### src/rtl/mem_access.sv
`default_nettype none
// ============================================================================
// Module   : mem_access
// Purpose  : Memory-access pipeline stage. Non-memory instructions pass
//            straight through to write-back one cycle later. Loads and stores
//            are issued on a registered data bus and the stage stalls the
//            pipeline until the bus acknowledges or a timeout expires.
//            Byte lanes are big-endian: addr[1:0]=0 selects bits [31:24].
//
// Parameters:
//   TIMEOUT_CYCLES  maximum BUSY cycles without mem_ack_i before abort
//
// Optional feature macro:
//   MEM_ALIGN_CHECK_EN  misaligned halfword/word accesses are rejected with
//                       err_o instead of being forced onto an aligned address
//
// Ports:
//   clk, rst          clock, synchronous active-low reset
//   valid_i, aluop_i  instruction valid and operation code
//   mem_addr_i        effective address
//   reg2_i            store data source
//   wd_i/wreg_i/wdata_i  destination reg, write enable, ALU result
//   wd_o/wreg_o/wdata_o/valid_o  registered write-back outputs
//   stallreq_o        combinational upstream stall request
//   mem_req_o/mem_we_o/mem_sel_o/mem_addr_o/mem_data_o  registered bus outputs
//   mem_ack_i/mem_data_i  bus acknowledge and read data
//   err_o             one-cycle pulse on timeout or misalignment
//
// Revision : 1.0  initial release
// ============================================================================
module mem_access #(
  parameter int TIMEOUT_CYCLES = 16
) (
  input  logic        clk,
  input  logic        rst,
  input  logic        valid_i,
  input  logic [7:0]  aluop_i,
  input  logic [31:0] mem_addr_i,
  input  logic [31:0] reg2_i,
  input  logic [4:0]  wd_i,
  input  logic        wreg_i,
  input  logic [31:0] wdata_i,
  output logic [4:0]  wd_o,
  output logic        wreg_o,
  output logic [31:0] wdata_o,
  output logic        valid_o,
  output logic        stallreq_o,
  output logic        mem_req_o,
  output logic        mem_we_o,
  output logic [3:0]  mem_sel_o,
  output logic [31:0] mem_addr_o,
  output logic [31:0] mem_data_o,
  input  logic        mem_ack_i,
  input  logic [31:0] mem_data_i,
  output logic        err_o
);

  // Operation codes (EXE_*_OP encoding)
  localparam logic [7:0] c_OP_LB  = 8'b1110_0000;
  localparam logic [7:0] c_OP_LH  = 8'b1110_0001;
  localparam logic [7:0] c_OP_LW  = 8'b1110_0011;
  localparam logic [7:0] c_OP_LBU = 8'b1110_0100;
  localparam logic [7:0] c_OP_LHU = 8'b1110_0101;
  localparam logic [7:0] c_OP_SB  = 8'b1110_1000;
  localparam logic [7:0] c_OP_SH  = 8'b1110_1001;
  localparam logic [7:0] c_OP_SW  = 8'b1110_1011;

  localparam int              CNT_W      = $clog2(TIMEOUT_CYCLES + 1);
  localparam logic [CNT_W-1:0] c_CNT_LAST = CNT_W'(TIMEOUT_CYCLES - 1);
  localparam logic [CNT_W-1:0] c_CNT_ONE  = CNT_W'(1);

  typedef enum logic [0:0] {
    ST_IDLE = 1'b0,
    ST_BUSY = 1'b1
  } state_t;

  state_t            r_state;
  state_t            w_state_nxt;
  logic [CNT_W-1:0]  r_cnt;

  logic [4:0]        r_wd;
  logic              r_wreg;
  logic              r_wreg_cap;
  logic [31:0]       r_wdata;
  logic              r_valid;
  logic              r_err;
  logic              r_req;
  logic              r_we;
  logic [3:0]        r_sel;
  logic [31:0]       r_addr;
  logic [31:0]       r_data;
  logic [7:0]        r_op;

  logic              w_is_byte, w_is_half, w_is_word, w_is_mem, w_is_store;
  logic [31:0]       w_addr;
  logic [3:0]        w_sel;
  logic [31:0]       w_sdata;
  logic [7:0]        w_lane_b;
  logic [15:0]       w_lane_h;
  logic [31:0]       w_load_data;
  logic              w_stall, w_start, w_align_err, w_done, w_abort, w_timeout;

  // --------------------------------------------------------------------------
  // Request decode: access size, forced-aligned address, lane select, data
  // --------------------------------------------------------------------------
  always_comb begin
    w_is_byte  = (aluop_i == c_OP_LB) || (aluop_i == c_OP_LBU) || (aluop_i == c_OP_SB);
    w_is_half  = (aluop_i == c_OP_LH) || (aluop_i == c_OP_LHU) || (aluop_i == c_OP_SH);
    w_is_word  = (aluop_i == c_OP_LW) || (aluop_i == c_OP_SW);
    w_is_mem   = w_is_byte || w_is_half || w_is_word;
    w_is_store = (aluop_i == c_OP_SB) || (aluop_i == c_OP_SH) || (aluop_i == c_OP_SW);

    // Word accesses always present addr[1:0]=00 on the bus; halfwords clear
    // addr[0]. With the alignment check enabled only aligned accesses get
    // here, so the forcing is a no-op in that build.
    w_addr = mem_addr_i;
    if (w_is_word) begin
      w_addr[1:0] = 2'b00;
    end else if (w_is_half) begin
      w_addr[0] = 1'b0;
    end

    w_sel   = 4'b0000;
    w_sdata = 32'h0000_0000;
    if (w_is_byte) begin
      w_sel   = 4'b1000 >> w_addr[1:0];
      w_sdata = {4{reg2_i[7:0]}};
    end else if (w_is_half) begin
      w_sel   = w_addr[1] ? 4'b0011 : 4'b1100;
      w_sdata = {2{reg2_i[15:0]}};
    end else if (w_is_word) begin
      w_sel   = 4'b1111;
      w_sdata = reg2_i;
    end
    if (!w_is_store) begin
      w_sdata = 32'h0000_0000;
    end
  end

`ifdef MEM_ALIGN_CHECK_EN
  logic w_misalign;
  assign w_misalign = (w_is_half & mem_addr_i[0]) |
                      (w_is_word & (mem_addr_i[1:0] != 2'b00));
`endif

  // --------------------------------------------------------------------------
  // Load formatting from the lane captured at issue
  // --------------------------------------------------------------------------
  always_comb begin
    case (r_addr[1:0])
      2'd0:    w_lane_b = mem_data_i[31:24];
      2'd1:    w_lane_b = mem_data_i[23:16];
      2'd2:    w_lane_b = mem_data_i[15:8];
      default: w_lane_b = mem_data_i[7:0];
    endcase
    w_lane_h = r_addr[1] ? mem_data_i[15:0] : mem_data_i[31:16];

    case (r_op)
      c_OP_LB:  w_load_data = {{24{w_lane_b[7]}}, w_lane_b};
      c_OP_LBU: w_load_data = {24'h00_0000, w_lane_b};
      c_OP_LH:  w_load_data = {{16{w_lane_h[15]}}, w_lane_h};
      c_OP_LHU: w_load_data = {16'h0000, w_lane_h};
      default:  w_load_data = mem_data_i;
    endcase
  end

  // --------------------------------------------------------------------------
  // FSM next-state and control strobes
  // --------------------------------------------------------------------------
  always_comb begin
    w_state_nxt = r_state;
    w_stall     = 1'b0;
    w_start     = 1'b0;
    w_align_err = 1'b0;
    w_done      = 1'b0;
    w_abort     = 1'b0;
    w_timeout   = (r_cnt == c_CNT_LAST);

    case (r_state)
      ST_IDLE: begin
        if (valid_i && w_is_mem) begin
`ifdef MEM_ALIGN_CHECK_EN
          if (w_misalign) begin
            w_align_err = 1'b1;
          end else begin
            w_start     = 1'b1;
            w_stall     = 1'b1;
            w_state_nxt = ST_BUSY;
          end
`else
          w_start     = 1'b1;
          w_stall     = 1'b1;
          w_state_nxt = ST_BUSY;
`endif
        end
      end
      ST_BUSY: begin
        // An acknowledge in the timeout cycle still completes normally.
        if (mem_ack_i) begin
          w_done      = 1'b1;
          w_state_nxt = ST_IDLE;
        end else if (w_timeout) begin
          w_abort     = 1'b1;
          w_state_nxt = ST_IDLE;
        end else begin
          w_stall = 1'b1;
        end
      end
      default: w_state_nxt = ST_IDLE;
    endcase
  end

  // --------------------------------------------------------------------------
  // State and registered outputs
  // --------------------------------------------------------------------------
  always_ff @(posedge clk) begin
    if (!rst) begin
      r_state    <= ST_IDLE;
      r_cnt      <= '0;
      r_wd       <= 5'd0;
      r_wreg     <= 1'b0;
      r_wreg_cap <= 1'b0;
      r_wdata    <= 32'h0000_0000;
      r_valid    <= 1'b0;
      r_err      <= 1'b0;
      r_req      <= 1'b0;
      r_we       <= 1'b0;
      r_sel      <= 4'b0000;
      r_addr     <= 32'h0000_0000;
      r_data     <= 32'h0000_0000;
      r_op       <= 8'h00;
    end else begin
      r_state <= w_state_nxt;
      // valid/err/wreg are single-cycle retire strobes
      r_valid <= 1'b0;
      r_err   <= 1'b0;
      r_wreg  <= 1'b0;

      if (r_state == ST_BUSY) begin
        r_cnt <= r_cnt + c_CNT_ONE;
      end

      if (w_start) begin
        r_cnt      <= '0;
        r_req      <= 1'b1;
        r_we       <= w_is_store;
        r_sel      <= w_sel;
        r_addr     <= w_addr;
        r_data     <= w_sdata;
        r_op       <= aluop_i;
        r_wd       <= wd_i;
        r_wreg_cap <= wreg_i & ~w_is_store;
      end else if (w_align_err) begin
        r_valid <= 1'b1;
        r_err   <= 1'b1;
        r_wd    <= wd_i;
      end else if (w_done) begin
        r_req   <= 1'b0;
        r_valid <= 1'b1;
        r_wreg  <= r_wreg_cap;
        r_wdata <= w_load_data;
      end else if (w_abort) begin
        r_req   <= 1'b0;
        r_valid <= 1'b1;
        r_err   <= 1'b1;
      end else if ((r_state == ST_IDLE) && valid_i && !w_is_mem) begin
        r_valid <= 1'b1;
        r_wd    <= wd_i;
        r_wreg  <= wreg_i;
        r_wdata <= wdata_i;
      end
    end
  end

  assign wd_o       = r_wd;
  assign wreg_o     = r_wreg;
  assign wdata_o    = r_wdata;
  assign valid_o    = r_valid;
  assign err_o      = r_err;
  assign mem_req_o  = r_req;
  assign mem_we_o   = r_we;
  assign mem_sel_o  = r_sel;
  assign mem_addr_o = r_addr;
  assign mem_data_o = r_data;
  // No stall is requested while reset is held.
  assign stallreq_o = w_stall & rst;

endmodule
`default_nettype wire
### config.mk
export PLATFORM = sky130hd
export DESIGN_NAME = mem_access
export DESIGN_NICKNAME = d
export VERILOG_FILES = /design/src/rtl/mem_access.sv
export SDC_FILE = /design/constraint.sdc
export NUM_CORES = 1
export LEC_CHECK = 0
export CORE_MARGIN = 1.5
export CORE_UTILIZATION = 36
export DETAILED_ROUTE_END_ITERATION = 12
export PLACE_DENSITY = 0.72
export SKIP_CTS_REPAIR_TIMING = 1
export SLEW_MARGIN = 20
export SYNTH_ARGS = -nofsm -noshare
export SYNTH_HDL_FRONTEND = slang
export SYNTH_SLANG_ARGS = --single-unit
### constraint.sdc
create_clock -name clk -period 4.08 [get_ports clk]
set_input_delay 0.816 -clock clk [delete_from_list [all_inputs] [get_ports clk]]
set_output_delay 0.816 -clock clk [all_outputs]
set_load 0.1 [all_outputs]
After elaboration in Yosys (flattened, before gate mapping)
Cells that the tools add are included.
Storage, ports and cells
  bits in registers: 125
  logic and storage cells: 102
Cells by class
  $add $sub $neg: 1
  equality and inequality tests: 18
  shifts and indexed selects: 1
  mux-type cells: 41
  bitwise operators: 6
  reduce and logical (&&, ||, !) cells: 21
Operator list (count)
  $mux 32: 7
  $pmux 32 s4: 1
  $eq 8x8->1 const B: 12
  $pmux 8 s3: 1
  $mux 1: 22
  $mux 5: 4
  $mux 16: 1
  $mux 4: 4
  $logic_or 1x1->1: 9
  $ne 2x2->1 const B: 3
  $reduce_and 3->1: 2
  $add 5x1->5 const B: 1
  $eq 5x4->1 const B: 1
  $not 1->1: 4
  $reduce_bool 2->1: 2
  $shr 4x2->4 const A: 1
  $logic_and 1x1->1: 3
  $reduce_bool 3->1: 1
  $reduce_or 3->1: 1
  $and 1x1->1: 2
  $eq 2x1->1 const B: 1
  $eq 2x2->1 const B: 1
  $logic_not 2->1: 1
  $pmux 1 s2: 1
  2 further kinds: 2

Logic depth before layout (Yosys ltp)
Gate-level depths: netlist of the first run.
  depth after elaboration: 11
  mapped depth: 8

Worst setup path after synthesis of the first run
Ideal clock, no wire load.
  kind: input-to-output
  from: input port aluop_i[2]
  to: output port stallreq_o
  data arrival time: 3040 ps
  required time: 3264 ps
  setup slack: 224 ps
  stages on the path: 5
  cells stage by stage: buf_2 > nor2b_1 > o211ai_2 > clkbuf_1 > a21oi_1
On the way
  word-level cells in the longest chain between the ends: 9
RTL lines
  from (decl): RTL line 37  | input logic [7:0] aluop_i,
  $eq 8x8->1, on equally long branches: RTL line 107, 108
  $logic_or 1x1->1, on equally long branches (2 in a row): RTL line 107, 108
  $logic_or 1x1->1: RTL line 110  | w_is_mem = w_is_byte || w_is_half || w_is_word;
  $logic_or 1x1->1 (*): RTL line 110
  $logic_and 1x1->1 (*): RTL line 181  | if (valid_i && w_is_mem) begin
  $mux 1 (*): RTL line 181
  $pmux 1 s2 (*): RTL line 179  | case (r_state)
  $and 1x1->1 (*): RTL line 286  | assign stallreq_o = w_stall & rst;
  to (decl): RTL line 47  | output logic stallreq_o,
Mark *: on every way between the ends. The rest lies on a longest branch, timed or not.

Worst setup path in the final report of the first run
  from: input port aluop_i[0]
  to: output port stallreq_o
The elaborated chain is that of the path after synthesis.

==> impl_metrics.ini, run 1 <==
[clock_network]
clock_tree.buffer_depth = 2
clkSlewWorstSetupHoldPaths_ns = 0.05
clock_insertion_delay_worst_skew_ns = 0.41
cts.sink_count = 125
numCtsBuffers = 17
tritoncts = built
cts_max_level = 4
clock-root-buffer = sky130_fd_sc_hd__clkbuf_16

[timing]
rsz0062_at_grt = false
worst-slew-pin-transition_ns = 1.02
final_slew_viol_count = 0
layout_worst_path_cycle_share_pct = 81.2
timing.fmax_ghz = 0.302
fin_tns_setup_ns = 0
final_critical_path_setup_slack_ns = 0.768
hold_viol = 0
skew_ns = 0.00492
worst_slew_margin_rel_pct = 31.7
setup_viol_count_final = 0
finalCriticalPeriod_ns = 3.31

[final_layout]
layout.cells.most_common = sky130_fd_sc_hd__clkdlybuf4s50_1
finish.utilization_pct = 58.2
synthToLayoutAreaGrowth_pct = 59.4
final_design_area_no_fill_mm2 = 0.00878
finish.net_count = 1032
final_layout_size_suffix_gt1_share_pct = 8.72
layout_common_cells = sky130_fd_sc_hd__clkdlybuf4s50_1, sky130_fd_sc_hd__nand2_1, sky130_fd_sc_hd__dfxtp_1

[route]
drtIter0Drc = 374
detail_route.drc_violations = 0
post_drt_wl_per_cell_um = 16.6
routed-via-count = 5664
detail_route.first_pass.iterations = 5
post_drt_via_cell_ratio = 5.23
postRouteAntennaNets = 0
totalWireLength_um = 18000

[floorplanning]
die_area_mm2 = 0.0161
initial_core_util_pct = 36.5
dieHeight_um = 127
fp.coreArea_mm2 = 0.0151
fp-row-count = 45
top_level_ports = 257
dieWidth_um = 127

[logic_synthesis]
synth_fp_nets = 794
yosys_register_bits = 125
synth_largest_type_area_fraction_pct = 45.4
yosys.cell_types.count = 55
yosys_most_used_dff = sky130_fd_sc_hd__dfxtp_1
synth_edf_count = 0
synthesis.instances = 646
synth.largest_area_cell = sky130_fd_sc_hd__dfxtp_1
post_synthesis_sequential_area_ratio_pct = 45.4
synth.cell_area_mm2 = 0.00551
share_of_synthesized_flip_flops_with_an_asynchronous_set_or_reset_pct = 0
synth.area.top_cells = sky130_fd_sc_hd__dfxtp_1, sky130_fd_sc_hd__nand2_1, sky130_fd_sc_hd__a21oi_1
syn-mean-instance-area_um2 = 8.53
synth.yosys.warnings = 0

[worst_setup_path]
worstSetupPathType = primary input to primary output
crit_path_end_kind = primary output
worst-endpoint-arrival_ns = 2.50
crit_required_ns = 3.26
worst-path-max-fanout = 12
critical_path.startpoint_type = primary input

[grt]
global_route.usage.total_pct = 21.8
gr-total-overflow = 0
number_of_global_route_vias_before_repair = 5275
maximum_number_of_pins_on_one_net_before_global_route_repair = 55
grt_pass1_wl_um = 27500
grt_antenna_before_repair = 1

[pwr]
vdd_drop_max_mv = 0.270
power_leakage_nw = 3.38
power_per_cell_area_mw_per_mm2 = 381

[min_path]
min-delay-path-class = flop to flop

[placed_design]
post-dp-hpwl_um = 12800
place_area_mm2 = 0.00820
globalplace.congestion = 0.882
port_buffers = 256
dpl_worst_slack_ns = 0.763

[run_status]
status = finished, final reports clean

[job]
count_of_maximum_capacitance_violations = 0
==> metrics by stage <==
stage / instances / power, mW / hold WS [ns]
3_3_place_gp: 1053 / 1.86 / 0.435
4_1_cts: 1083 / 3.37 / 0.454
3_5_place_dp: 1053 / 1.86 / 0.443
5_1_grt: 1083 / 3.45 / 0.467
6_report: 1084 / 3.34 / 0.450
2_1_floorplan: 646 / 1.62 / 0.432
==> worst max-delay path, cell delays in order <==
cell and delay (ns):
sky130_fd_sc_hd__clkdlybuf4s50_1 0.72, sky130_fd_sc_hd__nor2b_1 0.35, sky130_fd_sc_hd__o211ai_4 0.13, sky130_fd_sc_hd__a21oi_1 0.26, sky130_fd_sc_hd__buf_12 0.22
==> cell type report <==
cell class / instances / area (um2)
Antenna cell: 1 / 2.50
Clock buffer: 18 / 439
Clock inverter: 12 / 146
Fill cell: 1356 / 6310
Inverter: 5 / 18.8
Multi-Input combinational cell: 467 / 2770
Sequential cell: 125 / 2500
Tap cell: 188 / 235
Timing Repair Buffer: 268 / 2670
==> report_power, final <==
group,internal (mW),leakage [nW],switching [mW],total [mW]
combinational,0.223,2.08,0.347,0.570
sequential,1.25,1.02,0.0166,1.27
clock,0.964,0.284,0.541,1.50
total,2.44,3.38,0.904,3.34
==> path summary, 6_finish.rpt <==
kind | start | end | slack, ns | depth (start not counted)
min | mem_addr_o[7]$_SDFFE_PN0P_ | mem_addr_o[7]$_SDFFE_PN0P_ | 0.45 | 2
max reg2reg | r_op[0]$_SDFFE_PN0P_ | wdata_o[8]$_SDFFE_PN0P_ | 1.75 | 5
min reg2reg | mem_addr_o[7]$_SDFFE_PN0P_ | mem_addr_o[7]$_SDFFE_PN0P_ | 0.45 | 2
max | aluop_i[0] | stallreq_o | 0.77 | 5
==> registers in the layout, summed over array words and instances, names as in the netlist <==
signal and flops:
mem_req_o 1, mem_we_o 1, r_op 8, wreg_o 1
wd_o 5, mem_addr_o 32, r_state 1, mem_sel_o 4
mem_data_o 32, wdata_o 32, r_cnt 5, err_o 1
r_wreg_cap 1, valid_o 1
==> cell families after synthesis <==
group / share of synthesized area [%]
multiplexers: 3.86
buffers and inverters: 4.65
flip-flops: 45.4
adder cells (fa/ha/maj): 0.454
XOR/XNOR: 0.477
AND/OR/NAND/NOR: 18.6
AO/OA/AOI/OAI: 26.6
==> cell usage after synthesis, drive strengths merged (2+ instances only) <==
master	instances
a211oi	3
a21o	35
a21oi	55
a22o	8
a22oi	16
a311oi	2
a31oi	15
a32o	17
and2	3
and3	3
and4b	2
buf	26
clkbuf	23
dfxtp	125
ha	2
inv	5
mux2	2
mux2i	17
nand2	160
nand2b	4
nand3	11
nand3b	3
nand4	3
nand4b	2
nor2	25
nor2b	6
nor3	7
o21ai	35
o221ai	14
o22ai	5
xor2	2
==> metal layers <==
layer,wire length (um),GRT usage [%]
met3,1020,5.23
met2,8380,34.3
met4,450,9.09
met5,0,0
met1,8120,28.6
Power figures use the tool's default switching activity.
==> run 2, diff against run 1 <==
clock period = 3.5 ns   (was 4.08 ns; I/O delays follow)
==> run 2 against run 1 <==
Clock skew grew 0.0023 ns; combinational power rose by 17%; sequential share of layout area down 0.23 points; final cell count is 0.37% higher; utilization increased by 0.46 points; clock power is 31% higher; via count decreased by 0.74%; global-route usage increased by 1.3 points; largest cell class unchanged; highest routed layer unchanged.
==> impl_metrics.ini, run 2 (synthesized netlist as in run 1, its figures left out) <==
[timing]
fin_tns_setup_ns = 0
layout_worst_path_cycle_share_pct = 83.3
final_critical_path_setup_slack_ns = 0.585
setup_viol_count_final = 0
rsz0062_at_grt = false
timing.fmax_ghz = 0.343
worst-slew-pin-transition_ns = 1.02
skew_ns = 0.00721
finalCriticalPeriod_ns = 2.92
hold_viol = 0
whs_ns = 0.441
final_slew_viol_count = 0
worst_slew_margin_rel_pct = 31.8

[worst_setup_path]
crit_path_cell_trace = ha_1, and3_1, ha_1, or3b_2, a21oi_2, buf_12
max_stage_delay_ns = 0.47
reg2regPathDepth = 4
timing.reg2reg.setup_slack_ns = 1.23
cp_common_cell = sky130_fd_sc_hd__ha_1
crit_path_end_kind = primary output
worstSetupPathType = flop to primary output
cp-startpoint = r_cnt[0]$_SDFFE_PP0P_
worst-endpoint-arrival_ns = 2.22
worst-path-max-fanout = 3
worst_r2r_endpoint = wdata_o[18]$_SDFFE_PN0P_
worst_setup_path_endpoint = stallreq_o
crit_required_ns = 2.80
critical_path.startpoint_type = flop
cpMaxStageDelayCell = sky130_fd_sc_hd__or3b_2
startpoint_of_the_lowest_slack_register_to_register_path = r_state$_SDFF_PN0_

[pwr]
power_leakage_nw = 3.44
power.switching_fraction_pct = 26.1
vdd_drop_max_mv = 0.333
report.power.total_mw = 4.11
seq_power_share_pct = 36.0
power_switching_mw = 1.07
power_per_cell_area_mw_per_mm2 = 464
internal_power_mw = 3.04
p_clk_share_pct = 47.7
share_comb_of_total_power_pct = 16.2

[floorplanning]
fp-row-count = 45
fp.coreArea_mm2 = 0.0151
dieHeight_um = 127
dieWidth_um = 127
initial_core_util_pct = 36.5
die_area_mm2 = 0.0161
top_level_ports = 257

[grt]
grt_antenna_before_repair = 0
global_route.usage.total_pct = 23.1
number_of_global_route_vias_before_repair = 5240
gr-total-overflow = 0
maximum_number_of_pins_on_one_net_before_global_route_repair = 50
grt_pass1_wl_um = 28800

[route]
routed-via-count = 5622
post_drt_via_cell_ratio = 5.17
drtIter0Drc = 333
totalWireLength_um = 18900
detail_route.first_pass.iterations = 5
postRouteAntennaNets = 0
post_drt_wl_per_cell_um = 17.4
detail_route.drc_violations = 0

[placed_design]
dp.cells = 1057
dpl_worst_slack_ns = 0.583
post-dp-hpwl_um = 13700
port_buffers = 256
globalplace.congestion = 0.870
place_area_mm2 = 0.00820

[clock_network]
cts_max_level = 4
clkSlewWorstSetupHoldPaths_ns = 0.06
clock_tree.buffer_depth = 2
tritoncts = built
cts.sink_count = 125
numCtsBuffers = 17
clock_insertion_delay_worst_skew_ns = 0.41
clock-root-buffer = sky130_fd_sc_hd__clkbuf_16

[final_layout]
finish.utilization_pct = 58.7
final_layout_size_suffix_gt1_share_pct = 10.1
synthToLayoutAreaGrowth_pct = 60.7
post_layout_nonfiller_instances = 1088
antennaDiodeCount = 0
layout_common_cells = sky130_fd_sc_hd__clkdlybuf4s50_1, sky130_fd_sc_hd__nand2_1, sky130_fd_sc_hd__dfxtp_1
layout.cells.most_common = sky130_fd_sc_hd__clkdlybuf4s50_1
finish.net_count = 1036
fillcell_total = 1379
final_design_area_no_fill_mm2 = 0.00885

[job]
count_of_maximum_capacitance_violations = 0

[min_path]
min-delay-path-class = flop to flop

[run_status]
status = finished, final reports clean
[run 2: cell types whose count changed in the layout (fill, tap and decap cells not counted), moves of 2 or more]
| cell | previous run | this run |
|---|---|---|
| sky130_fd_sc_hd__clkbuf_8 | 1 | 3 |
| sky130_fd_sc_hd__buf_4 | 12 | 25 |
| sky130_fd_sc_hd__bufinv_16 | 3 | 5 |
| sky130_fd_sc_hd__clkdlybuf4s50_1 | 254 | 246 |
| sky130_fd_sc_hd__clkinv_2 | 5 | 1 |
[run 2: final cells by class]
class	instances	area, um2	area share, %
multi-input combinational	467	2770	31.3
timing repair buffer	272	2670	30.2
sequential	125	2500	28.3
clock buffer	21	470	5.31
tap	188	235	2.66
clock inverter	10	186	2.11
inverter	5	18.8	0.212
[run 2: worst min-delay path by stage]
stage | startpoint | end | slack, ns | cells past startpoint
after floorplan | r_wreg_cap$_SDFFE_PN0P_ | r_wreg_cap$_SDFFE_PN0P_ | 0.43 | 2
after global placement | mem_we_o$_SDFFE_PN0P_ | mem_we_o$_SDFFE_PN0P_ | 0.43 | 2
after detailed placement | mem_we_o$_SDFFE_PN0P_ | mem_we_o$_SDFFE_PN0P_ | 0.44 | 2
after CTS | mem_we_o$_SDFFE_PN0P_ | mem_we_o$_SDFFE_PN0P_ | 0.44 | 2
after global routing | mem_we_o$_SDFFE_PN0P_ | mem_we_o$_SDFFE_PN0P_ | 0.46 | 2
final | mem_we_o$_SDFFE_PN0P_ | mem_we_o$_SDFFE_PN0P_ | 0.44 | 2
[run 2: power groups by stage]
| stage | Clock (mW) | Combinational [mW] | Sequential, mW |
|---|---|---|---|
| floorplan | 0 | 0.137 | 1.75 |
| global placement | 0 | 0.664 | 1.51 |
| detailed placement | 0 | 0.664 | 1.51 |
| CTS | 1.99 | 0.667 | 1.48 |
| global route | 2.06 | 0.697 | 1.48 |
| finish | 1.96 | 0.667 | 1.48 |
[run 2: critical path, delay by kind of cell (launching register included)]
kind	cells	cell delay, ns
flops	1	0.33
simple gates	2	0.65
fa+ha+maj	2	0.41
compound gates	1	0.20
buf+inv	1	0.19
[run 2: per-layer routing]
layer	vias to the layer above	wire length [um]	track usage (%)	share of wire (%)
met5	-	0	0	0
met4	0	536	9.76	2.8
met3	35	961	4.81	5.1
met2	201	8900	37.2	47
met1	2585	8490	30.1	45
li1	2801	-	-	-
==> run 3, diff against run 2 <==
PLACE_DENSITY = 0.74   (was 0.72)
clock period = 2.5 ns   (was 3.5 ns; I/O delays follow)
==> run 3 against run 2 <==
The flow now finishes with violations (setup timing); clock-buffer cell count shrank 4; via count grew 1.2%; design area shrank 0.38%; total power grew 40%; worst hold slack gained 0.010 ns; register-to-register slack lost 0.66 ns; final cell count grew 1.6%; non-clock buffer count grew 16; utilization shrank 0.22 points; die area is the same; routed wire length shrank 4.5%; critical path type unchanged.
==> impl_metrics.ini, run 3 (synthesized netlist as in run 1, its figures left out) <==
[pwr]
power_per_cell_area_mw_per_mm2 = 653
share_comb_of_total_power_pct = 16.3
power_switching_mw = 1.56
report.power.total_mw = 5.76
seq_power_share_pct = 35.9
internal_power_mw = 4.20
power.switching_fraction_pct = 27.1
vdd_drop_max_mv = 0.469
power_leakage_nw = 3.73
p_clk_share_pct = 47.8

[run_status]
violations = setup timing
status = complete, but fails checks

[timing]
final_critical_path_setup_slack_ns = -0.00803
hold_viol = 0
layout_worst_path_cycle_share_pct = 100
skew_ns = 0.00618
finalCriticalPeriod_ns = 2.51
setup_viol_count_final = 1
final_slew_viol_count = 0
fin_tns_setup_ns = -0.00803
rsz0062_at_grt = true
timing.fmax_ghz = 0.399
worst_slew_margin_rel_pct = 52.6
worst-slew-pin-transition_ns = 0.711

[route]
detail_route.first_pass.iterations = 5
totalWireLength_um = 18000
detail_route.drc_violations = 0
postRouteAntennaNets = 0
routed-via-count = 5692
drtIter0Drc = 368
post_drt_wl_per_cell_um = 16.3
post_drt_via_cell_ratio = 5.15

[final_layout]
synthToLayoutAreaGrowth_pct = 60.1
area_of_the_multi_input_gates_mm2 = 0.00281
final_design_area_no_fill_mm2 = 0.00882
fillcell_total = 1386
antennaDiodeCount = 0
final_layout_size_suffix_gt1_share_pct = 23.6
layout.cells.most_common = sky130_fd_sc_hd__nand2_1
layout_common_cells = sky130_fd_sc_hd__nand2_1, sky130_fd_sc_hd__clkdlybuf4s50_1, sky130_fd_sc_hd__buf_4
finish.net_count = 1052
seq_area_mm2 = 0.00251

[placed_design]
place_area_mm2 = 0.00812
port_buffers = 256
globalplace.congestion = 0.883
post-dp-hpwl_um = 13500
dpl_worst_slack_ns = 0.0176

[worst_setup_path]
timing.reg2reg.setup_slack_ns = 0.57
crit_required_ns = 2.00
worst-path-max-fanout = 3
critical_path.startpoint_type = flop
worstSetupPathType = flop to primary output
crit_path_end_kind = primary output
worst-endpoint-arrival_ns = 2.01

[clock_network]
clock_tree.buffer_depth = 2
cts_max_level = 4
tritoncts = built
clock-root-buffer = sky130_fd_sc_hd__clkbuf_16
cts.sink_count = 125
clkSlewWorstSetupHoldPaths_ns = 0.06
clock_insertion_delay_worst_skew_ns = 0.41
numCtsBuffers = 17

[min_path]
min-delay-path-class = flop to flop

[grt]
gr-total-overflow = 0
grt_pass1_wl_um = 28200
number_of_global_route_vias_before_repair = 5427
global_route.usage.total_pct = 22.3
maximum_number_of_pins_on_one_net_before_global_route_repair = 45
grt_antenna_before_repair = 0

[floorplanning]
fp.coreArea_mm2 = 0.0151
top_level_ports = 257
die_area_mm2 = 0.0161
fp-row-count = 45
dieWidth_um = 127
dieHeight_um = 127
initial_core_util_pct = 36.5

[job]
count_of_maximum_capacitance_violations = 0
run 3: cell count changes in the layout (fill, tap and decap cells not counted), moves of 2 or more:
cell / delta
sky130_fd_sc_hd__clkbuf_8: -3
sky130_fd_sc_hd__dfxtp_2: +2
sky130_fd_sc_hd__dfxtp_1: -3
sky130_fd_sc_hd__buf_12: +4
sky130_fd_sc_hd__inv_6: +4
sky130_fd_sc_hd__buf_4: +113
sky130_fd_sc_hd__ha_1: -2
sky130_fd_sc_hd__clkdlybuf4s50_1: -101
sky130_fd_sc_hd__ha_4: +2
run 3: path summary, 6_finish.rpt:
path | startpoint | endpoint | depth (start not counted)
setup reg to reg | r_state$_SDFF_PN0_ | r_cnt[4]$_SDFFE_PP0P_ | 7
hold / removal | mem_req_o$_SDFFE_PN0P_ | mem_req_o$_SDFFE_PN0P_ | 2
hold reg to reg | mem_req_o$_SDFFE_PN0P_ | mem_req_o$_SDFFE_PN0P_ | 2
setup / recovery | r_cnt[0]$_SDFFE_PP0P_ | stallreq_o | 6
run 3: worst max-delay path, stage by stage (launching register included):
cell and delay (ns):
sky130_fd_sc_hd__dfxtp_4 0.36, sky130_fd_sc_hd__ha_4 0.16, sky130_fd_sc_hd__and3_4 0.18, sky130_fd_sc_hd__ha_4 0.15, sky130_fd_sc_hd__or3b_4 0.41, sky130_fd_sc_hd__a21oi_4 0.15, sky130_fd_sc_hd__buf_12 0.19
run 3: area by class of cell:
class | instances | share of cell area (%)
sequential | 125 | 28.4
inverter | 5 | 0.213
multi-input combinational | 467 | 31.9
clock inverter | 15 | 2.65
tap | 188 | 2.67
timing repair buffer | 288 | 29.3
clock buffer | 17 | 4.82
run 3: routing by layer:
metal	up-vias	GRT usage, %	wire [um]
li1	2829	-	-
met4	0	9.49	405
met1	2644	28.1	7750
met2	193	37.2	8930
met3	26	4.47	952
met5	-	0	0
run 3: stage by stage:
stage / utilization (%) / hold slack (ns) / instances
global route: 58.4 / 0.466 / 1105
detailed placement: 53.8 / 0.443 / 1073
finish: 58.4 / 0.451 / 1105
floorplan: - / 0.432 / 646
CTS: 58.2 / 0.455 / 1105
global placement: 53.8 / 0.436 / 1073
run 3: power groups by stage:
stage / Combinational (mW) / Clock, mW / Sequential [mW]
5_1_grt: 0.982 / 2.90 / 2.07
6_report: 0.939 / 2.75 / 2.07
4_1_cts: 0.939 / 2.80 / 2.07
3_3_place_gp: 0.934 / 0 / 2.11
3_5_place_dp: 0.936 / 0 / 2.11
2_1_floorplan: 0.193 / 0 / 2.45
